==> src/rtl/valrdy_arb_pkg.sv <==
// Shared definitions for the val/rdy round-robin arbiter.
// Default widths and an index-width helper.
package valrdy_arb_pkg;

   localparam int VALRDY_DEFAULT_BW = 32;
   localparam int ARB_DEFAULT_NREQ  = 4;

   // An index into fewer than two entries still needs one bit.
   function automatic int clog2_min1(input int n);
      return (n <= 2) ? 1 : $clog2(n);
   endfunction

endpackage

==> src/rtl/rr_priority_sel.sv <==
// Rotating priority selector: first asserted request at or above ptr,
// wrapping modulo nreq.
module rr_priority_sel
   import valrdy_arb_pkg::*;
#(
   parameter int nreq = ARB_DEFAULT_NREQ,
   parameter int idw  = clog2_min1(nreq)
) (
   input  logic [nreq-1:0] req,
   input  logic [idw-1:0]  ptr,
   output logic [nreq-1:0] gnt_onehot,
   output logic [idw-1:0]  gnt_idx,
   output logic            any
);

   always_comb begin
      int j;
      gnt_onehot = '0;
      gnt_idx    = '0;
      any        = 1'b0;
      for (int k = 0; k < nreq; k++) begin
         j = int'(ptr) + k;
         if (j >= nreq) j = j - nreq;
         if (!any && req[j]) begin
            any           = 1'b1;
            gnt_onehot[j] = 1'b1;
            gnt_idx       = idw'(j);
         end
      end
   end

endmodule

==> src/rtl/valrdy_rr_arbiter.sv <==
// Round-robin arbiter sharing one registered val/rdy output channel
// among nreq requesters; each message is tagged with its source index.
module valrdy_rr_arbiter
   import valrdy_arb_pkg::*;
#(
   parameter int bitwidth = VALRDY_DEFAULT_BW,
   parameter int nreq     = ARB_DEFAULT_NREQ,
   parameter int idw      = clog2_min1(nreq)
) (
   input  logic                     clk,
   input  logic                     reset,
   input  logic [nreq-1:0]          snd_val,
   input  logic [nreq*bitwidth-1:0] snd_msg,
   output logic [nreq-1:0]          snd_rdy,
   output logic                     rcv_val,
   input  logic                     rcv_rdy,
   output logic [bitwidth-1:0]      rcv_msg,
   output logic [idw-1:0]           rcv_src
);

   logic                out_full;
   logic [bitwidth-1:0] out_msg;
   logic [idw-1:0]      out_src;
   logic [idw-1:0]      ptr;

   logic [nreq-1:0]     gnt_onehot;
   logic [idw-1:0]      gnt_idx;
   logic                any;
   logic                can_load;
   logic                in_xfer;
   logic [bitwidth-1:0] msg_sel;

   rr_priority_sel #(
      .nreq (nreq),
      .idw  (idw)
   ) u_sel (
      .req        (snd_val),
      .ptr        (ptr),
      .gnt_onehot (gnt_onehot),
      .gnt_idx    (gnt_idx),
      .any        (any)
   );

   assign can_load = ~out_full | rcv_rdy;
   assign in_xfer  = any & can_load;

   // Reset gating keeps requesters from seeing a ready while the buffer is held clear.
   assign snd_rdy  = (can_load && reset) ? gnt_onehot : '0;

   always_comb begin
      msg_sel = '0;
      for (int i = 0; i < nreq; i++) begin
         if (gnt_idx == idw'(i)) msg_sel = snd_msg[i*bitwidth +: bitwidth];
      end
   end

   always_ff @(posedge clk or negedge reset) begin
      if (!reset) begin
         out_full <= 1'b0;
         out_msg  <= '0;
         out_src  <= '0;
         ptr      <= '0;
      end else if (in_xfer) begin
         out_full <= 1'b1;
         out_msg  <= msg_sel;
         out_src  <= gnt_idx;
         ptr      <= (gnt_idx == idw'(nreq-1)) ? '0 : gnt_idx + 1'b1;
      end else if (rcv_rdy) begin
         out_full <= 1'b0;
      end
   end

   assign rcv_val = out_full;
   assign rcv_msg = out_msg;
   assign rcv_src = out_src;

endmodule
==> config.mk <==
export PLATFORM = sky130hd
export DESIGN_NAME = valrdy_rr_arbiter
export DESIGN_NICKNAME = d
export VERILOG_FILES = /design/src/rtl/valrdy_arb_pkg.sv /design/src/rtl/rr_priority_sel.sv /design/src/rtl/valrdy_rr_arbiter.sv
export SDC_FILE = /design/constraint.sdc
export NUM_CORES = 1
export LEC_CHECK = 0
export CORE_UTILIZATION = 37
export DETAILED_ROUTE_END_ITERATION = 10
export PLACE_DENSITY = 0.81
export SYNTH_ARGS = -nofsm -noshare
export SYNTH_HDL_FRONTEND = slang
export SYNTH_SLANG_ARGS = --single-unit
==> constraint.sdc <==
create_clock -name clk -period 3.7 [get_ports clk]
set_input_delay 0.925 -clock clk [delete_from_list [all_inputs] [get_ports clk]]
set_output_delay 0.925 -clock clk [all_outputs]
set_load 0.01 [all_outputs]
==> report_table.html, run 1 <==
<table>
<tr><th>Metric</th><th>Value</th></tr>
<tr><th colspan="2">Place</th></tr>
<tr><td>Dpl cell area</td><td>4770 um2</td></tr>
<tr><td>Post-placement worst setup slack</td><td>-0.331 ns</td></tr>
<tr><td>Routability congestion estimate from global placement</td><td>a little over 0.8</td></tr>
<tr><td>Port Buffer Count</td><td>173</td></tr>
<tr><td>Detailed Place HPWL</td><td>between 7000 and 8000 um</td></tr>
<tr><th colspan="2">STA</th></tr>
<tr><td>Layout Skew</td><td>0.00303 ns</td></tr>
<tr><td>Number of setup violations in the final report</td><td>0</td></tr>
<tr><td>Final worst path period need</td><td>roughly 3.6 ns</td></tr>
<tr><td>Slew HR</td><td>0.671</td></tr>
<tr><td>RSZ-0062 raised after global routing</td><td>no</td></tr>
<tr><td>Final count of hold timing violations</td><td>0</td></tr>
<tr><td>Worst hold slack across all endpoints</td><td>approximately 0.53 ns</td></tr>
<tr><td>Highest clock rate</td><td>275 MHz</td></tr>
<tr><td>Worst Slack Setup Final</td><td>between 0.06 and 0.07 ns</td></tr>
<tr><td>Ratio of final minimum period to clock period</td><td>0.982</td></tr>
<tr><td>Max Transition Viols Final</td><td>0</td></tr>
<tr><td>Slew of the pin with the lowest slew margin</td><td>around 0.5 ns</td></tr>
<tr><th colspan="2">Floorplanning</th></tr>
<tr><td>Starting utilization of the core area</td><td>0.383</td></tr>
<tr><td>I/O pin count</td><td>between 150 and 200</td></tr>
<tr><td>Full die area</td><td>7810 um2</td></tr>
<tr><td>Number of cell rows</td><td>31</td></tr>
<tr><td>Horizontal die dimension</td><td>about 88 um</td></tr>
<tr><td>Floorplan core area</td><td>a little over 7000 um2</td></tr>
<tr><td>Vertical extent of the die</td><td>~90 um</td></tr>
<tr><th colspan="2">Final layout</th></tr>
<tr><td>Fraction of layout instances using a drive strength above 1</td><td>0.126</td></tr>
<tr><td>Total Nets Final</td><td>around 640</td></tr>
<tr><td>Count of filler cells inserted in the layout</td><td>627</td></tr>
<tr><td>Post-layout util</td><td>0.676</td></tr>
<tr><td>Total inserted antenna cells</td><td>0</td></tr>
<tr><td>Sequential standard cell area</td><td>roughly 930 um2</td></tr>
<tr><td>Area of the multi-input gates</td><td>roughly 1600 um2</td></tr>
<tr><td>Final instance area</td><td>roughly 4900 um2</td></tr>
<tr><td>Synthesis-to-finish area growth</td><td>76.7%</td></tr>
<tr><th colspan="2">Global route</th></tr>
<tr><td>Number of antenna violations at the first check in global routing</td><td>0</td></tr>
<tr><td>Global-route usage over all layers</td><td>0.249</td></tr>
<tr><td>Global-route wire length before repair</td><td>around 15000 um</td></tr>
<tr><td>Number of global-route vias before repair</td><td>roughly 3200</td></tr>
<tr><td>Largest net degree at the start of global routing</td><td>38</td></tr>
<tr><td>Gr ovfl total</td><td>0</td></tr>
<tr><th colspan="2">Detailed routing</th></tr>
<tr><td>Count of unresolved DRC violations after routing</td><td>0</td></tr>
<tr><td>Vias after detailed routing</td><td>3274</td></tr>
<tr><td>Antenna Violating Nets Remaining</td><td>0</td></tr>
<tr><td>Initial drt markers</td><td>between 100 and 150</td></tr>
<tr><td>Initial DRT Pass Iterations</td><td>4</td></tr>
<tr><td>Average wire per standard cell</td><td>16.0 um</td></tr>
<tr><td>Vias per Instance</td><td>approximately 5.5</td></tr>
<tr><td>Wire length reported by the detailed router</td><td>roughly 9600 um</td></tr>
<tr><th colspan="2">Setup path</th></tr>
<tr><td>CP Cell Sequence</td><td>dlygate4sd2_1 &gt; or2_4 &gt; or4b_1 &gt; o311a_1 &gt; buf_4 &gt; o22ai_1 &gt; clkdlybuf4s15_2</td></tr>
<tr><td>Data required time at the worst endpoint</td><td>approximately 2.8 ns</td></tr>
<tr><td>Critical-path top delay cell</td><td>sky130_fd_sc_hd__or4b_1</td></tr>
<tr><td>Internal reg-to-reg setup slack</td><td>between 0.3 and 0.4 ns</td></tr>
<tr><td>Critical path type</td><td>input port to output pin</td></tr>
<tr><td>Setup crit end kind</td><td>output pin</td></tr>
<tr><td>CP max FO</td><td>4</td></tr>
<tr><td>Data arrival at the endpoint of the critical path</td><td>between 2 and 3 ns</td></tr>
<tr><td>Longest individual stage delay on the worst path</td><td>around 0.52 ns</td></tr>
<tr><td>Setup crit start kind</td><td>input port</td></tr>
<tr><th colspan="2">Synthesis</th></tr>
<tr><td>Synthesis warning total</td><td>0</td></tr>
<tr><td>Post-synthesis sequential area ratio</td><td>0.335</td></tr>
<tr><td>Post-synthesis instance total</td><td>315</td></tr>
<tr><td>Synth unique cells</td><td>41</td></tr>
<tr><td>Post-synthesis instance area</td><td>2760 um2</td></tr>
<tr><td>Post-synthesis average cell area</td><td>8.77 um2</td></tr>
<tr><td>Yosys reg bits</td><td>37</td></tr>
<tr><td>Net count after synthesis</td><td>459</td></tr>
<tr><th colspan="2">Clock tree</th></tr>
<tr><td>Clock buffer depth</td><td>2</td></tr>
<tr><td>Source-to-sink clock delay at the later pin of the worst-skew pair</td><td>~0.28 ns</td></tr>
<tr><td>H-tree lvl count</td><td>2</td></tr>
<tr><td>Number of clock sinks</td><td>37</td></tr>
<tr><td>Clock slew at the register clock pins of the worst setup and hold paths</td><td>approximately 0.070 ns</td></tr>
<tr><td>Buffer type at the clock tree root</td><td>sky130_fd_sc_hd__clkbuf_8</td></tr>
<tr><td>Number of buffers inserted during clock tree synthesis</td><td>5</td></tr>
<tr><td>Hold Buf Count CTS</td><td>0</td></tr>
<tr><td>TritonCTS clock tree</td><td>done</td></tr>
<tr><th colspan="2">Min path</th></tr>
<tr><td>Kind of path behind the tightest hold check</td><td>register to register</td></tr>
<tr><th colspan="2">Run</th></tr>
<tr><td>Max Cap Violations</td><td>0</td></tr>
<tr><th colspan="2">Power</th></tr>
<tr><td>Leakage power of the design</td><td>1.91 nW</td></tr>
<tr><td>VDD IR max</td><td>slightly below 0.0006 V</td></tr>
<tr><td>Power density relative to cell area</td><td>between 800 and 900 nW/um2</td></tr>
<tr><th colspan="2">Status</th></tr>
<tr><td>Status</td><td>completed</td></tr>
</table>
per-stage QoR:
stage	cells	TNS [ns]	power, mW
after floorplan	315	0	2.62
after global placement	591	-2.54	3.82
after detailed placement	591	-5.95	3.91
after CTS	599	0	4.26
after global routing	599	0	4.57
final	599	0	4.23
Yosys cell counts, drive strengths merged:
library cell | count | area share
a221o | 31 | 0.11
dfrtp | 37 | 0.34
o41a | 1 | 0.0041
a21boi | 1 | 0.0041
or2 | 1 | 0.0032
a311oi | 1 | 0.0032
ha | 9 | 0.041
nand2 | 39 | 0.053
o21a | 1 | 0.0027
o311ai | 1 | 0.0032
mux2i | 1 | 0.0036
o21ai | 7 | 0.013
inv | 7 | 0.0095
nand3 | 2 | 0.0036
or4b | 1 | 0.0036
nor2 | 35 | 0.048
o211ai | 35 | 0.097
o22ai | 5 | 0.014
nor2b | 4 | 0.014
nand2b | 3 | 0.0068
nor3b | 2 | 0.0054
a21oi | 4 | 0.0072
nor3 | 2 | 0.0036
o311a | 1 | 0.0036
and2 | 1 | 0.0023
a221oi | 4 | 0.013
buf | 13 | 0.033
clkbuf | 22 | 0.030
nand3b | 1 | 0.0027
and3b | 2 | 0.0063
a31oi | 32 | 0.072
mux4 | 3 | 0.024
o31ai | 2 | 0.0054
mux2 | 3 | 0.014
o31a | 1 | 0.0032
timing repair:
item                       CTS  global route
gates resized for setup     13             1
setup endpoints to repair    4             3
setup buffers                1             0
report_power, final:
group	total, mW	switching (mW)	leakage, nW	internal [mW]
Sequential	0.720	0.105	0.426	0.616
Combinational	3.17	1.51	1.43	1.66
Clock	0.336	0.140	0.0540	0.196
layer usage:
metal  up-vias  track usage  share of wire
met2       135        0.468           0.53
met4         0       0.0499         0.0055
li1       1583            -              -
met5         -            0              0
met1      1552        0.300           0.42
met3         4       0.0382          0.049
layout make-up:
class	count	area share
repair buffers	213	0.421
multi-input cells	236	0.337
flip-flops and latches	37	0.190
well taps	99	0.0254
clock buffers	5	0.0141
clock inverters	2	0.00718
inverters	7	0.00538
cell families (layout without fill, tap and decap cells):
| logic type | count (synthesis) | after routing | synth area share |
|---|---|---|---|
| AO/OA/AOI/OAI | 127 | 127 | 0.357 |
| buffers and inverters | 42 | 227 | 0.0720 |
| flip-flops | 37 | 37 | 0.335 |
| adder cells (fa/ha/maj) | 9 | 9 | 0.0408 |
| multiplexers | 7 | 7 | 0.0417 |
| AND/OR/NAND/NOR | 93 | 93 | 0.153 |
critical path, delay by kind of cell:
kind                   cells  cell delay, ns
AND/OR/NAND/NOR            2            0.78
buffers and inverters      3            0.69
AO/OA/AOI/OAI              2            0.32
cells in the final DEF, fill, tap and decap left out, types with 2 or more instances in the layout:
cell type,instances
sky130_fd_sc_hd__o31ai_1,2
sky130_fd_sc_hd__a221o_1,31
sky130_fd_sc_hd__o22ai_1,4
sky130_fd_sc_hd__clkdlybuf4s15_2,3
sky130_fd_sc_hd__nor3b_1,2
sky130_fd_sc_hd__ha_1,9
sky130_fd_sc_hd__nor2b_4,2
sky130_fd_sc_hd__and3b_1,2
sky130_fd_sc_hd__dfrtp_1,37
sky130_fd_sc_hd__o21ai_0,7
sky130_fd_sc_hd__buf_4,38
sky130_fd_sc_hd__a31oi_1,32
sky130_fd_sc_hd__nor3_1,2
sky130_fd_sc_hd__dlygate4sd2_1,4
sky130_fd_sc_hd__clkdlybuf4s50_1,164
sky130_fd_sc_hd__nand2_1,39
sky130_fd_sc_hd__inv_1,7
sky130_fd_sc_hd__a221oi_1,4
sky130_fd_sc_hd__clkbuf_8,5
sky130_fd_sc_hd__mux4_2,3
sky130_fd_sc_hd__nor2_1,35
sky130_fd_sc_hd__o211ai_1,34
sky130_fd_sc_hd__buf_12,2
sky130_fd_sc_hd__a21oi_1,4
sky130_fd_sc_hd__nand3_1,2
sky130_fd_sc_hd__nand2b_1,3
registers in the layout, indices dropped and copies added, names as in the netlist:
| name | cells |
|---|---|
| rcv_src | 2 |
| ptr | 2 |
| rcv_val | 1 |
| rcv_msg | 32 |
path summary, 6_finish.rpt:
kind,from,endpoint,depth (start not counted)
max in group asynchronous,reset,rcv_msg[12],2
min in group asynchronous,reset,rcv_msg[3],2
min,rcv_src[0],rcv_src[0],1
max,snd_val[0],snd_rdy[3],7
min reg2reg,rcv_src[0],rcv_src[0],1
max reg2reg,ptr[0],rcv_msg[3],12
Power figures use the tool's default switching activity.
==> run 2: changes to the inputs <==
--- a/config.mk
+++ b/config.mk
@@ -5,9 +5,9 @@
 export SDC_FILE = /design/constraint.sdc
 export NUM_CORES = 1
 export LEC_CHECK = 0
-export CORE_UTILIZATION = 37
+export CORE_UTILIZATION = 34
 export DETAILED_ROUTE_END_ITERATION = 10
-export PLACE_DENSITY = 0.81
+export PLACE_DENSITY = 0.78
 export SYNTH_ARGS = -nofsm -noshare
 export SYNTH_HDL_FRONTEND = slang
 export SYNTH_SLANG_ARGS = --single-unit
==> constraint.sdc (replaced) <==
create_clock -name clk -period 2.9 [get_ports clk]
set_input_delay 0.725 -clock clk [delete_from_list [all_inputs] [get_ports clk]]
set_output_delay 0.725 -clock clk [all_outputs]
set_load 0.01 [all_outputs]
==> report_table.html, run 2 (same netlist as run 1, synthesis figures left out) <==
<table>
<tr><th>Metric</th><th>Value</th></tr>
<tr><th colspan="2">Status</th></tr>
<tr><td>Status</td><td>finished, violations left</td></tr>
<tr><td>Failing checks</td><td>negative setup slack</td></tr>
<tr><th colspan="2">Place</th></tr>
<tr><td>Routability congestion estimate from global placement</td><td>0.781 (-5.4%)</td></tr>
<tr><td>Detailed Place HPWL</td><td>7570 um (+0.54%)</td></tr>
<tr><td>Port Buffer Count</td><td>173 (unchanged)</td></tr>
<tr><td>Post-placement worst setup slack</td><td>-0.951 ns (-0.620 ns)</td></tr>
<tr><th colspan="2">STA</th></tr>
<tr><td>Max Transition Viols Final</td><td>0 (unchanged)</td></tr>
<tr><td>Slew of the pin with the lowest slew margin</td><td>0.490 ns (+0.00379 ns)</td></tr>
<tr><td>RSZ-0062 raised after global routing</td><td>yes</td></tr>
<tr><td>Slew HR</td><td>0.674 (+0.00260)</td></tr>
<tr><td>Final worst path period need</td><td>3.02 ns</td></tr>
<tr><td>Layout Skew</td><td>0.00561 ns (+0.00258 ns)</td></tr>
<tr><td>Final count of hold timing violations</td><td>0 (unchanged)</td></tr>
<tr><td>Worst Slack Setup Final</td><td>-0.121 ns (-0.187 ns)</td></tr>
<tr><td>Worst hold slack across all endpoints</td><td>0.487 ns (-0.0384 ns)</td></tr>
<tr><td>Number of setup violations in the final report</td><td>26 (+26)</td></tr>
<tr><td>Ratio of final minimum period to clock period</td><td>1.04</td></tr>
<tr><td>Highest clock rate</td><td>between 300 and 400 MHz</td></tr>
<tr><th colspan="2">Setup path</th></tr>
<tr><td>Setup crit end kind</td><td>output pin</td></tr>
<tr><td>Setup crit start kind</td><td>register</td></tr>
<tr><td>Data required time at the worst endpoint</td><td>2.17 ns (-0.60 ns)</td></tr>
<tr><td>Critical path type</td><td>register to output pin</td></tr>
<tr><td>Worst reg-to-reg path cell count</td><td>13 (+1)</td></tr>
<tr><td>Data arrival at the endpoint of the critical path</td><td>2.30 ns (-0.41 ns)</td></tr>
<tr><td>Terminus of the critical flop-to-flop path</td><td>rcv_msg[18]</td></tr>
<tr><td>Critical Path Source</td><td>ptr[1]</td></tr>
<tr><td>Startpoint of the lowest-slack register-to-register path</td><td>ptr[1]</td></tr>
<tr><td>Crit path to</td><td>snd_rdy[0]</td></tr>
<tr><td>CP max FO</td><td>3 (-1)</td></tr>
<tr><td>Internal reg-to-reg setup slack</td><td>-0.09 ns (-0.48 ns)</td></tr>
<tr><th colspan="2">Global route</th></tr>
<tr><td>Largest net degree at the start of global routing</td><td>38 (unchanged)</td></tr>
<tr><td>Number of antenna violations at the first check in global routing</td><td>0 (unchanged)</td></tr>
<tr><td>Gr ovfl total</td><td>0 (unchanged)</td></tr>
<tr><td>Global-route usage over all layers</td><td>0.265 (+0.0156)</td></tr>
<tr><td>Number of global-route vias before repair</td><td>3372 (+4.6%)</td></tr>
<tr><td>Global-route wire length before repair</td><td>17400 um (+15%)</td></tr>
<tr><th colspan="2">Final layout</th></tr>
<tr><td>Fraction of layout instances using a drive strength above 1</td><td>0.208 (+0.0824)</td></tr>
<tr><td>Most common cell after layout, fill and taps aside</td><td>sky130_fd_sc_hd__clkdlybuf4s50_1</td></tr>
<tr><td>Synthesis-to-finish area growth</td><td>96.0%</td></tr>
<tr><td>Total Nets Final</td><td>667 (+3.6%)</td></tr>
<tr><td>Top library cells by usage in the layout, fill and taps aside</td><td>sky130_fd_sc_hd__clkdlybuf4s50_1 (164), sky130_fd_sc_hd__nand2_1 (39), sky130_fd_sc_hd__buf_4 (39)</td></tr>
<tr><td>Max FFs per register</td><td>32 (unchanged)</td></tr>
<tr><td>Total inserted antenna cells</td><td>0 (unchanged)</td></tr>
<tr><th colspan="2">Detailed routing</th></tr>
<tr><td>Count of unresolved DRC violations after routing</td><td>0 (unchanged)</td></tr>
<tr><td>Vias per Instance</td><td>5.56 (+1.7%)</td></tr>
<tr><td>Wire length reported by the detailed router</td><td>11200 um (+17%)</td></tr>
<tr><td>Vias after detailed routing</td><td>3474 (+6.1%)</td></tr>
<tr><td>Initial DRT Pass Iterations</td><td>4 (unchanged)</td></tr>
<tr><td>Initial drt markers</td><td>237 (+88%)</td></tr>
<tr><td>Average wire per standard cell</td><td>17.9 um (+12%)</td></tr>
<tr><td>Antenna Violating Nets Remaining</td><td>0 (unchanged)</td></tr>
<tr><th colspan="2">Power</th></tr>
<tr><td>Sequential cell fraction of total power</td><td>0.138 (-0.032)</td></tr>
<tr><td>Power density relative to cell area</td><td>1260 nW/um2 (+45%)</td></tr>
<tr><td>Internal portion of total power</td><td>4.11 mW (+66%)</td></tr>
<tr><td>Leakage power of the design</td><td>2.15 nW (+13%)</td></tr>
<tr><td>Relative contribution of combinational cells to total power</td><td>0.808 (+0.058)</td></tr>
<tr><td>Net switching power</td><td>2.70 mW (+54%)</td></tr>
<tr><td>Clock network fraction of design power</td><td>0.054 (-0.026)</td></tr>
<tr><td>Share of total power consumed by net switching</td><td>0.397 (-0.0188)</td></tr>
<tr><td>VDD IR max</td><td>0.000750 V (+26%)</td></tr>
<tr><th colspan="2">Clock tree</th></tr>
<tr><td>Number of clock sinks</td><td>37 (unchanged)</td></tr>
<tr><td>Number of buffers inserted during clock tree synthesis</td><td>5 (unchanged)</td></tr>
<tr><td>TritonCTS clock tree</td><td>done</td></tr>
<tr><td>Clock buffer depth</td><td>2 (unchanged)</td></tr>
<tr><td>H-tree lvl count</td><td>2 (unchanged)</td></tr>
<tr><td>Buffer type at the clock tree root</td><td>sky130_fd_sc_hd__clkbuf_8</td></tr>
<tr><td>Source-to-sink clock delay at the later pin of the worst-skew pair</td><td>0.29 ns (about the same)</td></tr>
<tr><td>Clock slew at the register clock pins of the worst setup and hold paths</td><td>0.07 ns (about the same)</td></tr>
<tr><th colspan="2">Run</th></tr>
<tr><td>Max Cap Violations</td><td>0 (unchanged)</td></tr>
<tr><th colspan="2">Floorplanning</th></tr>
<tr><td>Starting utilization of the core area</td><td>0.354 (-0.0291)</td></tr>
<tr><td>I/O pin count</td><td>174 (unchanged)</td></tr>
<tr><td>Full die area</td><td>8490 um2 (+8.6%)</td></tr>
<tr><td>Horizontal die dimension</td><td>92.1 um (+4.2%)</td></tr>
<tr><td>Vertical extent of the die</td><td>92.1 um (+4.2%)</td></tr>
<tr><td>Number of cell rows</td><td>32 (+3.2%)</td></tr>
<tr><td>Floorplan core area</td><td>7810 um2 (+8.2%)</td></tr>
<tr><th colspan="2">Min path</th></tr>
<tr><td>Kind of path behind the tightest hold check</td><td>input port to asynchronous set/reset pin</td></tr>
</table>
-- run 2: changes by cell type in the layout (fill, tap and decap cells not counted), sizes merged --
cell           previous run  this run
bufbuf                    0         3
clkinv                    1         0
bufinv                    1         0
buf                      41        67
dlygate4sd2               4         0
dlymetal6s2s              1         0
nor2b                     4         5
clkdlybuf4s15             3         0
clkbuf                    5         8
-- run 2: through the flow --
step	area [um2]	utilization	TNS, ns	total power [mW]	std cells
final	5410	0.693	-2.00	6.81	625
after global routing	5410	0.693	-5.12	7.27	625
after CTS	5320	0.681	-1.70	6.57	621
after detailed placement	4830	0.619	-32.26	5.05	594
after global placement	4830	0.619	-28.49	4.93	594
after floorplan	2890	-	-2.48	3.64	315
-- run 2: how the worst min path moves through the flow --
| stage | start | endpoint | slack [ns] | cells after the start |
|---|---|---|---|---|
| detailed placement | rcv_msg[29] | rcv_msg[29] | 0.53 | 2 |
| global route | reset | rcv_msg[10] | 0.53 | 2 |
| finish | reset | rcv_val | 0.49 | 2 |
| floorplan | reset | ptr[0] | 0.43 | 0 |
| CTS | reset | rcv_val | 0.51 | 2 |
| global placement | rcv_src[0] | rcv_src[0] | 0.50 | 1 |
-- run 2: timing repair --
action	in CTS	in global routing
setup endpoints to repair	37	37
buffers inserted	13	3
endpoints found under the hold margin	0	0
hold buffers	0	0
pin swaps	39	41
gates resized for setup	58	9
cloned	7	1
-- run 2: layout make-up --
class,instances,area (um2)
inverter,7,33.8
sequential,37,926
tap,102,128
timing repair buffer,235,2440
fill,624,2400
clock buffer,7,86.3
multi-input combinational,237,1790
-- run 2: metal layers --
| layer | GRT usage | part of all wire | vias to the layer above |
|---|---|---|---|
| met5 | 0 | 0 | - |
| met4 | 0.0547 | 0.012 | 0 |
| met3 | 0.0638 | 0.081 | 13 |
| met2 | 0.478 | 0.50 | 166 |
| met1 | 0.318 | 0.40 | 1659 |
| li1 | - | - | 1636 |
-- run 2: power groups by stage --
stage                     Clock, mW  Sequential (mW)  Combinational, mW
after floorplan                   0             1.05               2.58
final                         0.368            0.939               5.50
after global routing          0.399            0.971               5.90
after global placement            0            0.931               4.00
after detailed placement          0            0.950               4.10
after CTS                     0.376            0.942               5.25
-- run 2: worst max-delay path, stage by stage (launching register included) --
cell	delay [ns]
sky130_fd_sc_hd__dfrtp_1	0.39
sky130_fd_sc_hd__inv_2	0.07
sky130_fd_sc_hd__ha_4	0.28
sky130_fd_sc_hd__mux4_2	0.57
sky130_fd_sc_hd__nor2b_4	0.20
sky130_fd_sc_hd__buf_12	0.13
sky130_fd_sc_hd__a221oi_4	0.06
sky130_fd_sc_hd__o22ai_1	0.17
sky130_fd_sc_hd__buf_2	0.15
